`src/rtl/bch_pkg.sv`:
```
// bch_pkg: shared BCH(GF(2^13)) constants, syndrome vector types and handoff FSM states.
package bch_pkg;
  localparam int BCH_M    = 13;
  localparam int BCH_NSYN = 16;
  localparam int BCH_W    = 32;
  typedef logic [BCH_M-1:0] gf_elem_t;
  typedef gf_elem_t [BCH_NSYN-1:0] syn_vec_t;
  typedef enum logic [1:0] {ACCUM, DRAIN, CAPTURE} handoff_state_t;
endpackage

```
`src/rtl/syn_zero_chk.sv`:
```
// syn_zero_chk: flags a syndrome set whose every element is zero (error-free codeword).
module syn_zero_chk
  import bch_pkg::*;
(
  input  syn_vec_t syn_i,
  output logic     zero_o
);
  assign zero_o = ~|syn_i;
endmodule

```
`src/rtl/syndrome_handoff.sv`:
```
// syndrome_handoff: feeds chunks to the syndrome bank, captures S1..S16 and hands them to the solver.
// Define SYN_ERRCNT_EN to add the saturating erroneous-codeword counter port err_cw_cnt.
module syndrome_handoff
  import bch_pkg::*;
#(
  parameter int M            = BCH_M,
  parameter int NSYN         = BCH_NSYN,
  parameter int W            = BCH_W,
  parameter int WORDS_PER_CW = 256,
  parameter int SYN_LAT      = 1
) (
  input  logic             clk,
  input  logic             reset,
  input  logic             in_valid,
  output logic             in_ready,
  input  logic [W-1:0]     in_data,
  output logic [W-1:0]     syn_word,
  output logic             syn_en,
  output logic             syn_clr,
  input  logic [NSYN*M-1:0] syn_in,
  output logic             out_valid,
  input  logic             out_ready,
  output logic [NSYN*M-1:0] out_syn,
  output logic             out_err_free
`ifdef SYN_ERRCNT_EN
  ,output logic [15:0]     err_cw_cnt
`endif
);
  localparam int CW = $clog2(WORDS_PER_CW);
  handoff_state_t state_q, state_d;
  logic [CW-1:0] word_cnt_q, word_cnt_d;
  logic [1:0] lat_cnt_q, lat_cnt_d;
  logic out_valid_q, err_free_q, syn_zero, cap, last;
  logic [NSYN*M-1:0] out_syn_q;
  syn_zero_chk u_zero (.syn_i(syn_vec_t'(syn_in)), .zero_o(syn_zero));
  // Gating with reset keeps the input closed while the block is held in reset.
  assign in_ready = reset & (state_q == ACCUM);
  assign syn_en   = in_valid & in_ready;
  assign syn_word = in_data;
  assign cap      = (state_q == CAPTURE) & (~out_valid_q | out_ready);
  assign syn_clr  = ~reset | cap;
  assign last     = word_cnt_q == CW'(WORDS_PER_CW - 1);
  assign out_valid    = out_valid_q;
  assign out_syn      = out_syn_q;
  assign out_err_free = err_free_q;
  always_comb begin
    state_d    = state_q;
    word_cnt_d = word_cnt_q;
    lat_cnt_d  = lat_cnt_q;
    case (state_q)
      ACCUM: if (syn_en) begin
        word_cnt_d = last ? '0 : word_cnt_q + CW'(1);
        lat_cnt_d  = '0;
        state_d    = last ? DRAIN : ACCUM;
      end
      DRAIN: begin
        lat_cnt_d = lat_cnt_q + 2'd1;
        state_d   = (lat_cnt_q == 2'(SYN_LAT - 1)) ? CAPTURE : DRAIN;
      end
      CAPTURE: state_d = cap ? ACCUM : CAPTURE;
      default: state_d = ACCUM;
    endcase
  end
  always_ff @(posedge clk) begin
    if (!reset) begin
      state_q     <= ACCUM;
      word_cnt_q  <= '0;
      lat_cnt_q   <= '0;
      out_valid_q <= 1'b0;
      out_syn_q   <= '0;
      err_free_q  <= 1'b0;
    end else begin
      state_q    <= state_d;
      word_cnt_q <= word_cnt_d;
      lat_cnt_q  <= lat_cnt_d;
      if (cap) begin
        out_valid_q <= 1'b1;
        out_syn_q   <= syn_in;
        err_free_q  <= syn_zero;
      end else if (out_ready) begin
        out_valid_q <= 1'b0;
      end
    end
  end
`ifdef SYN_ERRCNT_EN
  logic [15:0] err_cnt_q;
  assign err_cw_cnt = err_cnt_q;
  always_ff @(posedge clk) begin
    if (!reset) err_cnt_q <= '0;
    else if (cap && !syn_zero && err_cnt_q != 16'hFFFF) err_cnt_q <= err_cnt_q + 16'd1;
  end
`endif
endmodule

```
`config.mk`:
```
export PLATFORM = sky130hd
export DESIGN_NAME = syndrome_handoff
export DESIGN_NICKNAME = d
export VERILOG_FILES = /design/src/rtl/bch_pkg.sv /design/src/rtl/syn_zero_chk.sv /design/src/rtl/syndrome_handoff.sv
export SDC_FILE = /design/constraint.sdc
export NUM_CORES = 1
export LEC_CHECK = 0
export ABC_AREA = 1
export ABC_CLOCK_PERIOD_IN_PS = 2410
export BUFFER_PORTS_ARGS = -buffer_cell sky130_fd_sc_hd__buf_2
export CELL_PAD_IN_SITES_DETAIL_PLACEMENT = 1
export CELL_PAD_IN_SITES_GLOBAL_PLACEMENT = 1
export CORE_AREA = 2 2 190 192
export DETAILED_ROUTE_END_ITERATION = 6
export DIE_AREA = 0 0 192 194
export GPL_ROUTABILITY_DRIVEN = 0
export GPL_TIMING_DRIVEN = 0
export HOLD_SLACK_MARGIN = 0.12
export PLACE_DENSITY = 0.7
export SLEW_MARGIN = 15
export SYNTH_ARGS = -nofsm -noshare
export SYNTH_HDL_FRONTEND = slang
export SYNTH_SLANG_ARGS = --single-unit
```
`constraint.sdc`:
```
create_clock -name clk -period 2.41 [get_ports clk]
set_input_delay 0.1205 -clock clk [delete_from_list [all_inputs] [get_ports clk]]
set_output_delay 0.1205 -clock clk [all_outputs]
set_load 0.1 [all_outputs]
```
After elaboration in Yosys (flattened, before gate mapping)
Index checks and enable logic that the tools add are counted.
{"block": "totals", "register_bits": 222, "out_inout_bits": 245, "wordCells": 37}
{"block": "classes", "addsub": 2, "eq_ne": 4, "n_mux": 10, "bitwise": 7, "n_reduce_logical": 8}
{"operator": "$reduce_or A208 Y1", "count": 1}
{"operator": "$add A8 B1 Y8 const B", "count": 1}
{"operator": "$eq A8 B8 Y1 const B", "count": 1}
{"operator": "$mux W2", "count": 4}
{"operator": "$mux W8", "count": 1}
{"operator": "$pmux W2 S3", "count": 1}
{"operator": "$logic_not A2 Y1", "count": 2}
{"operator": "$pmux W2 S2", "count": 1}
{"operator": "$reduce_and A2 Y1", "count": 2}
{"operator": "$reduce_bool A2 Y1", "count": 2}
{"operator": "$and A1 B1 Y1", "count": 3}
{"operator": "$mux W1", "count": 3}
{"operator": "$add A2 B1 Y2 const B", "count": 1}
{"operator": "$eq A2 B1 Y1 const B", "count": 1}
{"operator": "$eq A2 B2 Y1 const B", "count": 1}
{"operator": "$ne A2 B2 Y1 const B", "count": 1}
{"operator": "$not A1 Y1", "count": 2}
{"operator": "$or A1 B1 Y1", "count": 2}
{"operator": "$logic_not A1 Y1", "count": 1}

Logic depth before layout (Yosys ltp)
Gate-level depths: netlist of the first run.
{"block": "logic_depth", "word_depth": 5, "ltp_mapped": 10, "depth_no_buf": 10}

Cells and area by module
Synthesis of the first run repeated with hierarchy kept, for this count alone.
{"block": "hier_totals", "hier_cells": 1271, "hier_area_um2": 8997.4}
{"mod": "syndrome_handoff", "instances": 1, "cells_per_inst": 1045, "area_each_um2": 8111.5, "seq_area_each_um2": 4444.3}
{"mod": "syn_zero_chk", "instances": 1, "cells_per_inst": 226, "area_each_um2": 885.8, "seq_area_each_um2": 0.0}

Least setup slack after synthesis of the first run
Ideal clock, no wire load.
{"block": "synth_path", "kind": "register to output", "start": "register out_valid_q (netlist: out_valid)", "end": "output syn_clr", "t_arrival_ns": 2.222, "t_required_ns": 2.289, "slack_ns": 0.068, "stages_incl_launch_ff": 6, "path_buffers": 2, "cell_sequence": "dfxtp_1 > nand2_1 > nand2_1 > buf_4 > clkbuf_1 > nand2_1"}
{"block": "synth_via", "elab_chain_cells": 4}
{"element": "start, declared", "line_no": "syndrome_handoff.sv:33", "text": "logic out_valid_q, err_free_q, syn_zero, cap, last;"}
{"element": "start signal, assigned", "line_no": "syndrome_handoff.sv:69", "text": "out_valid_q <= 1'b0;"}
{"element": "start signal, assigned", "line_no": "syndrome_handoff.sv:77", "text": "out_valid_q <= 1'b1;"}
{"element": "start signal, assigned", "line_no": "syndrome_handoff.sv:81", "text": "out_valid_q <= 1'b0;"}
{"element": "$not A1 Y1", "line_no": "syndrome_handoff.sv:40", "text": "assign cap = (state_q == CAPTURE) & (~out_valid_q | out_ready);"}
{"element": "$or A1 B1 Y1", "line_no": "syndrome_handoff.sv:40"}
{"element": "$and A1 B1 Y1", "line_no": "syndrome_handoff.sv:40"}
{"element": "$or A1 B1 Y1", "line_no": "syndrome_handoff.sv:41", "text": "assign syn_clr = ~reset | cap;"}
{"element": "end, declared", "line_no": "syndrome_handoff.sv:19", "text": "output logic syn_clr,"}
No other way between the ends.

Final worst setup path of the first run
{"block": "layout_path", "start": "register state_q[1]", "end": "output syn_clr"}
{"block": "layout_via", "elab_chain_cells": 3}
{"element": "start, declared", "line_no": "syndrome_handoff.sv:30", "text": "handoff_state_t state_q, state_d;"}
{"element": "start signal, assigned", "line_no": "syndrome_handoff.sv:73", "text": "state_q <= state_d;"}
{"element": "$eq A2 B2 Y1", "line_no": "syndrome_handoff.sv:40"}
{"element": "$and A1 B1 Y1", "line_no": "syndrome_handoff.sv:40"}
{"element": "$or A1 B1 Y1", "line_no": "syndrome_handoff.sv:41"}
No other way between the ends.

==> results of run 1 <==
==> worst reg2reg max path: cells and delay by family (launching register included) <==
kind,cells,cell delay (ns)
AOI/OAI and AO/OA,1,0.27
buffers and inverters,2,0.75
DFF,1,0.35
and+or+nand+nor,3,0.34
==> stage by stage <==
step	area, um2	cells
2_1_floorplan	8740	1218
3_3_place_gp	11600	2135
3_5_place_dp	11600	2135
4_1_cts	14600	2393
5_1_grt	14600	2399
6_report	14600	2400
==> what timing repair did <==
item / in CTS / in global routing
hold buffers: 210 / 0
buffers inserted: 0 / 0
endpoints found under the hold margin: 217 / 0
==> power breakdown <==
group | internal (mW) | switching [mW] | total (mW)
clock | 2.53 | 1.66 | 4.19
sequential | 3.67 | 0.00303 | 3.68
combinational | 0.469 | 0.589 | 1.06
==> sequential cells by signal (all words and copies together), names as in the netlist <==
signal / flops
out_syn: 208
word_cnt_q: 8
lat_cnt_q: 2
state_q: 2
out_err_free: 1
out_valid: 1
==> cells by family after synthesis <==
| kind of cell | count (synthesis) | share of synthesized area |
|---|---|---|
| buffers and inverters | 136 | 0.0778 |
| AND/OR/NAND/NOR | 616 | 0.270 |
| AO/OA/AOI/OAI | 239 | 0.138 |
| XOR/XNOR | 3 | 0.00301 |
| adder cells (fa/ha/maj) | 2 | 0.00286 |
| flip-flops | 222 | 0.508 |
==> per-layer routing <==
| layer | wire length, um | track usage | up-vias |
|---|---|---|---|
| met4 | 2210 | 0.105 | 0 |
| met3 | 3210 | 0.0574 | 117 |
| met1 | 16300 | 0.230 | 5038 |
| li1 | - | - | 5238 |
| met5 | 0 | 0 | - |
| met2 | 21500 | 0.410 | 425 |
==> placed cells by master (no fill, tap or decap) <==
| master | netlist | final |
|---|---|---|
| sky130_fd_sc_hd__buf_2 | 24 | 480 |
| sky130_fd_sc_hd__nand3_1 | 17 | 17 |
| sky130_fd_sc_hd__o21ai_0 | 204 | 204 |
| sky130_fd_sc_hd__nand4_1 | 3 | 3 |
| sky130_fd_sc_hd__nand2_2 | 1 | 1 |
| sky130_fd_sc_hd__a211oi_1 | 2 | 2 |
| sky130_fd_sc_hd__nand2_1 | 76 | 76 |
| sky130_fd_sc_hd__inv_2 | 2 | 2 |
| sky130_fd_sc_hd__xnor2_1 | 1 | 1 |
| sky130_fd_sc_hd__xor2_1 | 2 | 2 |
| sky130_fd_sc_hd__nor2_2 | 1 | 1 |
| sky130_fd_sc_hd__nor3_1 | 4 | 4 |
| sky130_fd_sc_hd__a32oi_1 | 1 | 1 |
| sky130_fd_sc_hd__inv_1 | 31 | 31 |
| sky130_fd_sc_hd__nor2_4 | 1 | 1 |
| sky130_fd_sc_hd__a21oi_1 | 25 | 25 |
| sky130_fd_sc_hd__clkbuf_1 | 41 | 44 |
| sky130_fd_sc_hd__clkinvlp_4 | 0 | 2 |
| sky130_fd_sc_hd__dfxtp_1 | 222 | 222 |
| sky130_fd_sc_hd__buf_4 | 37 | 37 |
| sky130_fd_sc_hd__clkinv_2 | 1 | 6 |
| sky130_fd_sc_hd__ha_1 | 2 | 2 |
| sky130_fd_sc_hd__clkbuf_16 | 0 | 27 |
| sky130_fd_sc_hd__o21ai_1 | 5 | 5 |
| sky130_fd_sc_hd__o31ai_1 | 1 | 1 |
| sky130_fd_sc_hd__diode_2 | 0 | 7 |
| sky130_fd_sc_hd__clkbuf_8 | 0 | 9 |
| sky130_fd_sc_hd__dlygate4sd3_1 | 0 | 210 |
| sky130_fd_sc_hd__bufinv_16 | 0 | 2 |
| sky130_fd_sc_hd__nor2_1 | 513 | 513 |
| sky130_fd_sc_hd__o22ai_1 | 1 | 1 |
==> area by class of cell <==
| type | count | area [um2] |
|---|---|---|
| antenna | 7 | 17.5 |
| buffer | 102 | 552 |
| clock buffer | 39 | 811 |
| clock inverter | 9 | 100 |
| fill | 4466 | 20600 |
| inverter | 34 | 129 |
| multi-input combinational | 860 | 3620 |
| sequential | 222 | 4440 |
| tap | 461 | 577 |
| timing repair buffer | 666 | 4380 |
==> worst max path at each step <==
stage                          start            to  depth (start not counted)
after global routing      state_q[1]       syn_clr                          7
after CTS                 state_q[1]       syn_clr                          7
after floorplan            out_valid       syn_clr                          5
final                     state_q[1]       syn_clr                          7
after global placement     out_valid  out_syn[182]                          6
after detailed placement   out_valid  out_syn[182]                          6
==> results.toml, run 1 <==
[yosys]
yosysUniqueCellTypes = 25
synth-async-reset-ratio = 0
post_synthesis_instance_area_mm2 = 0.00874
post_synth.cell_area_avg_um2 = 7.18
syn-num-nets = 1464
synth_flop_cell = "sky130_fd_sc_hd__dfxtp_1"
synth_largest_type_area_fraction = 0.508
syn-instance-count = 1218
synth_seq_cells = 222
yosys_warnings = 0
synthMostInstantiatedCell = "sky130_fd_sc_hd__nor2_1"
ys_seq_area_frac = 0.508
yosys-top-cells-count = "sky130_fd_sc_hd__nor2_1, sky130_fd_sc_hd__dfxtp_1, sky130_fd_sc_hd__o21ai_0"
area_contributors_post_synth = "sky130_fd_sc_hd__dfxtp_1, sky130_fd_sc_hd__nor2_1, sky130_fd_sc_hd__o21ai_0"
synth_enable_flop_cells = 0
synth_top_cell_by_area = "sky130_fd_sc_hd__dfxtp_1"

[timing]
setup_viol = 0
fin_ws_ns = 0.193
fmax_mhz = 451
finalCriticalPeriod_ns = 2.22
rsz_0062_raised_after_global_routing = "false"
worst_slew_pin_slew_ns = 0.717
timing.final.max_slew_violations = 0
timing.final.crit_share = 0.920
setup_tns_after_final_layout_ns = 0
timing_hold_violations_final = 0
worst_clock_skew_ns = 0.00974
timing.slew.headroom = 0.522
whs_ns = 0.223

[clock_network]
cts_buffers = 27
h-tree-depth = 1
cts_tree = "done"
post_cts.resized_instances = 0
clock-root-buffer = "sky130_fd_sc_hd__clkbuf_16"
ctsLongestPathBuffers = 3
worst_skew_pair.late_latency_ns = 0.53
cts.clk_slew.worst_paths_ns = 0.06
clock-sinks = 222

[floorplan]
fp-row-count = 69
die_y_um = 194
number_of_i_o_pins = 489
core_region_area_mm2 = 0.0352
fp.dieArea_mm2 = 0.0372
floorplan.die.width_um = 192
initial_utilization = 0.248

[worst_hold_path]
worst_hold_path_type = "in -> reg"
hold_path_startpoint = "reset"
endpoint_of_the_worst_hold_timing_path = "out_syn[195]"
worstHoldPathCells = 4

[worst_setup_path]
timing.rr.start = "out_valid"
worst_r2r_path_depth = 6
critical_path.endpoint_type = "output port"
rrSetupSlack_ns = 0.64
critical-path-max-stage-delay_ns = 0.43
cp_common_cell = "sky130_fd_sc_hd__nand2_1"
critical_path.slowest_cell = "sky130_fd_sc_hd__buf_2"
worstPathArrival_ns = 2.10
timing.critical_path.fanout_max = 10
crit_required_ns = 2.29
worstPathBufferInverterCount = 4
criticalPathCategory = "reg -> out"
worst_r2r_endpoint = "out_syn[182]"
critPathLaunchType = "flop"
crit_family = "buffers and inverters"
crit_chain = "inv_1, nor2_2, nand2_1, buf_4, clkbuf_1, nand2_1, buf_2"

[job]
timing.max_cap.violations = 0

[power]
power_mw = 8.93
power.density_mw_per_mm2 = 610
power.static_leakage_nw = 6.78
worst_ir_drop_vdd_mv = 0.446

[routing]
detailedRoute.firstPassIterationCount = 4
route.antenna.remaining_nets = 0
route.detailed.wl_per_inst_um = 18.0
routed_wirelength_um = 43200
count_of_vias_placed_by_the_detailed_router = 10800
routed_via_density = 4.51
number_of_drc_markers_in_iteration_0 = 265
drt_drc_violations_left = 0

[place]
pre_cts_ws_ns = 0.576
io_buffers = 456
hpwlAfterDp_um = 29800

[global_route]
maximum_number_of_pins_on_one_net_before_global_route_repair = 13
grt_first_pass_wirelength_um = 64600
groute.usage.overall = 0.221
grt_pass1_vias = 11800
grt_remaining_overflow = 0
number_of_antenna_violations_at_the_first_check_in_global_routing = 6

[cells_and_area]
layout-area-overhead-vs-synth_pct = 67.4
post_route_cells_drive_above_1_share = 0.294
post-route-util = 0.415
fin_nets = 2159

[run_status]
status = "finished clean"
Note: power is estimated with default switching activity, not from simulation.
==> run 2: changes to the inputs <==
Settings changed: ABC_CLOCK_PERIOD_IN_PS 2410 to 2070.
Clock period 2.41 ns to 2.07 ns, I/O delays scaled along.
==> run 2 against run 1 <==
  * Core utilization increased by 0.15 points
  * Sequential cell count unchanged
  * Combinational power up 16%
  * Sequential share of layout area down 0.098 points
  * Total power increased by 19%
  * First-iteration DRC count down 5.3%
  * Count of clock-buffer cells in the layout up 2
  * Setup slack got worse by 0.028 ns
  * Wire length rose by 0.28%
  * Cell count about the same
  * Sequential power is 16% higher
  * Critical endpoint unchanged
  * Largest cell class unchanged
  * Largest power group unchanged
==> results.toml, run 2 (synthesis results as in run 1) <==
[run_status]
status = "finished clean"

[cells_and_area]
mostFrequentLayoutCell = "sky130_fd_sc_hd__nor2_1"
largest_register_ffs = 208
fin_nets = 2159
mostFrequentLayoutCells = "sky130_fd_sc_hd__nor2_1, sky130_fd_sc_hd__buf_2, sky130_fd_sc_hd__dfxtp_1"
post_route_cells_drive_above_1_share = 0.295
layout-area-overhead-vs-synth_pct = 67.9
layout.filler_cells = 4404
stdcell_area_mm2 = 0.0147

[global_route]
maximum_number_of_pins_on_one_net_before_global_route_repair = 20
groute.usage.overall = 0.224
number_of_antenna_violations_at_the_first_check_in_global_routing = 4
grt_remaining_overflow = 0
grt_pass1_vias = 12000
grt_first_pass_wirelength_um = 65700

[worst_setup_path]
timing.critical_path.fanout_max = 19
crit_required_ns = 1.97
critical_path.endpoint_type = "output port"
worstPathArrival_ns = 1.80
critPathLaunchType = "flop"
criticalPathCategory = "reg -> out"

[timing]
rsz_0062_raised_after_global_routing = "false"
timing.final.max_slew_violations = 0
timing.slew.headroom = 0.481
setup_viol = 0
worst_clock_skew_ns = 0.00886
finalCriticalPeriod_ns = 1.90
timing_hold_violations_final = 0
fmax_mhz = 525
setup_tns_after_final_layout_ns = 0
worst_slew_pin_slew_ns = 0.779
timing.final.crit_share = 0.920

[floorplan]
fp-row-count = 69
floorplan.die.width_um = 192
number_of_i_o_pins = 489
fp.dieArea_mm2 = 0.0372
core_region_area_mm2 = 0.0352
die_y_um = 194
initial_utilization = 0.248

[power]
power.static_leakage_nw = 6.81
worst_ir_drop_vdd_mv = 0.538
power.density_mw_per_mm2 = 725

[routing]
route.antenna.remaining_nets = 0
detailedRoute.firstPassIterationCount = 4
route.detailed.wl_per_inst_um = 18.1
routed_wirelength_um = 43300
count_of_vias_placed_by_the_detailed_router = 10800
routed_via_density = 4.50
number_of_drc_markers_in_iteration_0 = 251
drt_drc_violations_left = 0

[job]
timing.max_cap.violations = 0

[place]
io_buffers = 456
cell_area_after_placement_mm2 = 0.0116
hpwlAfterDp_um = 29800

[clock_network]
cts_tree = "done"
h-tree-depth = 1
cts.clk_slew.worst_paths_ns = 0.06
clock-sinks = 222
worst_skew_pair.late_latency_ns = 0.55
ctsLongestPathBuffers = 3
clock-root-buffer = "sky130_fd_sc_hd__clkbuf_16"
cts_buffers = 28
cts.repair_timing.setup_buffer_count = 0

[worst_hold_path]
worst_hold_path_type = "in -> reg"
## run 2: critical path, cell delays in order (launching register included)
cell and delay, ns:
sky130_fd_sc_hd__dfxtp_1 0.34, sky130_fd_sc_hd__inv_1 0.06, sky130_fd_sc_hd__nor2_2 0.10, sky130_fd_sc_hd__nand2_1 0.11, sky130_fd_sc_hd__buf_4 0.25, sky130_fd_sc_hd__nand2_1 0.10, sky130_fd_sc_hd__buf_4 0.29
## run 2: timing repair
action / in CTS / in global routing
endpoints found under the hold margin: 221 / 0
hold buffers: 210 / 0
resized for setup: 1 / 4
setup endpoints to repair: 1 / 2
## run 2: cell type report
type | instances | area (um2) | share of cell area
repair buffers | 666 | 4390 | 0.299
diodes | 3 | 7.51 | 0.000511
plain buffers | 101 | 549 | 0.0374
well taps | 461 | 577 | 0.0393
flip-flops and latches | 222 | 4450 | 0.303
inverters | 34 | 129 | 0.00878
multi-input cells | 860 | 3620 | 0.246
clock buffers | 41 | 830 | 0.0565
clock inverters | 10 | 139 | 0.00946
## run 2: metal layers
layer	wire length (um)	GRT usage	share of wire	up-vias
met5	13	0	0.00030	-
met4	1550	0.0848	0.036	2
met3	3340	0.0588	0.077	92
met2	22200	0.420	0.51	413
met1	16300	0.237	0.38	5047
li1	-	-	-	5232
## run 2: final timing paths
path                 from            to  slack, ns  depth (start not counted)
min reg2reg  out_err_free  out_err_free       0.47                          2
min                 reset  out_syn[195]       0.17                          4
max reg2reg    state_q[1]    out_syn[6]       0.36                          7
max            state_q[1]       syn_clr       0.17                          6
## run 2: power breakdown
group          total (mW)  leakage, nW  switching [mW]  internal [mW]
clock                5.14        0.477            2.00           3.14
combinational        1.23         4.55           0.683          0.547
sequential           4.28         1.79         0.00351           4.28
## run 2: through the flow
step | utilization | total power, mW | setup WS, ns | instances | hold slack, ns
after floorplan | - | 4.89 | 0.0361 | 1218 | 0.252
after global placement | 0.329 | 5.24 | 0.163 | 2135 | 0.357
after detailed placement | 0.329 | 5.26 | 0.164 | 2135 | 0.371
after CTS | 0.417 | 10.7 | 0.0139 | 2395 | 0.169
after global routing | 0.417 | 11.0 | 0.0334 | 2398 | 0.229
final | 0.417 | 10.6 | 0.165 | 2398 | 0.174
==> run 3: changes to the inputs <==
Settings changed: PLACE_DENSITY 0.7 to 0.68.
==> run 3 against run 2 <==
  * Cell count decreased by 0.17%
  * Critical endpoint is now syn_en
  * Global-route usage decreased by 0.66 points
  * Setup slack improved by 0.0069 ns
  * Register-to-register slack about the same
  * Sequential share of layout area increased by 0.17 points
  * Hold slack improved by 0.020 ns
==> results.toml, run 3 (synthesis results as in run 1) <==
[global_route]
groute.usage.overall = 0.217
number_of_antenna_violations_at_the_first_check_in_global_routing = 3
global_route_met2_utilization = 0.402
maximum_number_of_pins_on_one_net_before_global_route_repair = 20
gr-usage-met3 = 0.0630
gr-max-usage-layer = "met2"
grt_first_pass_wirelength_um = 63700
grt_remaining_overflow = 0
grt_util_met1 = 0.231
grt_pass1_vias = 11600

[power]
internal-power_mw = 7.71
p_switching_mw = 2.59
part_of_the_power_in_combinational_logic = 0.119
seq_power_share = 0.416
power.density_mw_per_mm2 = 705
power.static_leakage_nw = 6.77
worst_ir_drop_vdd_mv = 0.500
p_clk_frac = 0.466
power_switching_share = 0.252

[worst_hold_path]
worst_hold_path_type = "in -> reg"
hold_path_startpoint = "reset"

[worst_setup_path]
crit_required_ns = 1.97
timing.rr.start = "out_valid"
worstPathArrival_ns = 1.79
critical_path.startpoint = "state_q[1]"
critPathLaunchType = "flop"
timing.critical_path.fanout_max = 9
criticalPathCategory = "reg -> out"
critical_path.endpoint_type = "output port"

[cells_and_area]
total_area_of_multi_input_combinational_cells_mm2 = 0.00362
post-route-util = 0.415
mostFrequentLayoutCells = "sky130_fd_sc_hd__nor2_1, sky130_fd_sc_hd__buf_2, sky130_fd_sc_hd__dfxtp_1"
area.sequential_mm2 = 0.00445
post_layout_nonfiller_instances = 2394
layout-area-overhead-vs-synth_pct = 67.0
layout.filler_cells = 4414
mostFrequentLayoutCell = "sky130_fd_sc_hd__nor2_1"
largest_register_ffs = 208
fin_nets = 2158
post_route_cells_drive_above_1_share = 0.294

[timing]
setup_viol = 0
timing.slew.headroom = 0.602
setup_tns_after_final_layout_ns = 0
rsz_0062_raised_after_global_routing = "false"
finalCriticalPeriod_ns = 1.90
timing.final.crit_share = 0.917
worst_slew_pin_slew_ns = 0.596
timing.final.max_slew_violations = 0
worst_clock_skew_ns = 0.00966
timing_hold_violations_final = 0
fmax_mhz = 527

[clock_network]
ctsLongestPathBuffers = 3
clock-sinks = 222
h-tree-depth = 1
worst_skew_pair.late_latency_ns = 0.54
cts.repair_timing.setup_buffer_count = 0
clock-root-buffer = "sky130_fd_sc_hd__clkbuf_16"
cts_buffers = 27
cts_tree = "done"
cts.clk_slew.worst_paths_ns = 0.06

[routing]
count_of_vias_placed_by_the_detailed_router = 10700
route.detailed.wl_per_inst_um = 17.5
number_of_drc_markers_in_iteration_0 = 261
routed_wirelength_um = 41900
drt_drc_violations_left = 0
detailedRoute.firstPassIterationCount = 4
route.antenna.remaining_nets = 0
routed_via_density = 4.47

[floorplan]
die_y_um = 194
fp.dieArea_mm2 = 0.0372
floorplan.die.width_um = 192
core_region_area_mm2 = 0.0352
initial_utilization = 0.248
number_of_i_o_pins = 489
fp-row-count = 69

[place]
io_buffers = 456
hpwlAfterDp_um = 29500
post-place-cells = 2135

[job]
timing.max_cap.violations = 0

[run_status]
status = "finished clean"
==> run 3: cell count changes in the layout (fill, tap and decap cells not counted), sizes merged <==
cell,change
inv,+1
clkbuf,-2
bufinv,-1
clkinv,-1
diode,-1
==> run 3: metrics by stage <==
stage / hold slack, ns / cell area (um2) / power, mW / setup slack [ns]
4_1_cts: 0.223 / 14600 / 10.4 / 0.00615
2_1_floorplan: 0.252 / 8740 / 4.89 / 0.0361
3_5_place_dp: 0.371 / 11600 / 5.25 / 0.342
6_report: 0.194 / 14600 / 10.3 / 0.172
5_1_grt: 0.238 / 14600 / 10.7 / 0.0240
3_3_place_gp: 0.360 / 11600 / 5.24 / 0.390
==> run 3: per-layer routing <==
metal  part of all wire  up-vias  wire [um]
met1               0.38     4963      15900
met5            0.00033        -         14
met3              0.080      100       3370
li1                   -     5234          -
met2               0.50      403      21000
met4              0.037        2       1540
==> run 3: worst max-delay path, stage by stage (launching register included) <==
cell and delay, ns:
sky130_fd_sc_hd__dfxtp_1 0.31, sky130_fd_sc_hd__inv_1 0.08, sky130_fd_sc_hd__nand2_1 0.13, sky130_fd_sc_hd__nor2_4 0.12, sky130_fd_sc_hd__nand2_2 0.13, sky130_fd_sc_hd__clkinv_2 0.16, sky130_fd_sc_hd__buf_4 0.32
==> run 3: layout make-up <==
class	count	share of cell area
inverters	34	0.00882
repair buffers	666	0.301
flip-flops and latches	222	0.304
clock buffers	39	0.0541
plain buffers	101	0.0375
well taps	461	0.0395
multi-input cells	860	0.248
clock inverters	9	0.00694
diodes	2	0.000343
==> run 3: what timing repair did <==
| item | in CTS | in global routing |
|---|---|---|
| resized for setup | 1 | 2 |
| hold buffers | 210 | 0 |
| hold endpoints to repair | 220 | 0 |
| pin swaps | 0 | 0 |
| setup endpoints to repair | 1 | 1 |
==> run 3: power groups by stage <==
stage	combinational, mW	sequential (mW)	clock [mW]
floorplan	0.512	4.37	0
global placement	0.867	4.37	0
detailed placement	0.877	4.37	0
CTS	1.20	4.28	4.94
global route	1.32	4.28	5.09
finish	1.22	4.28	4.80
==> run 3: path summary, 6_finish.rpt <==
kind              cells past startpoint      endpoint  slack (ns)
setup / recovery                      6        syn_en        0.17
hold / removal                        4  out_syn[195]        0.19
setup reg to reg                      6  out_syn[182]        0.35
hold reg to reg                       2  out_err_free        0.48
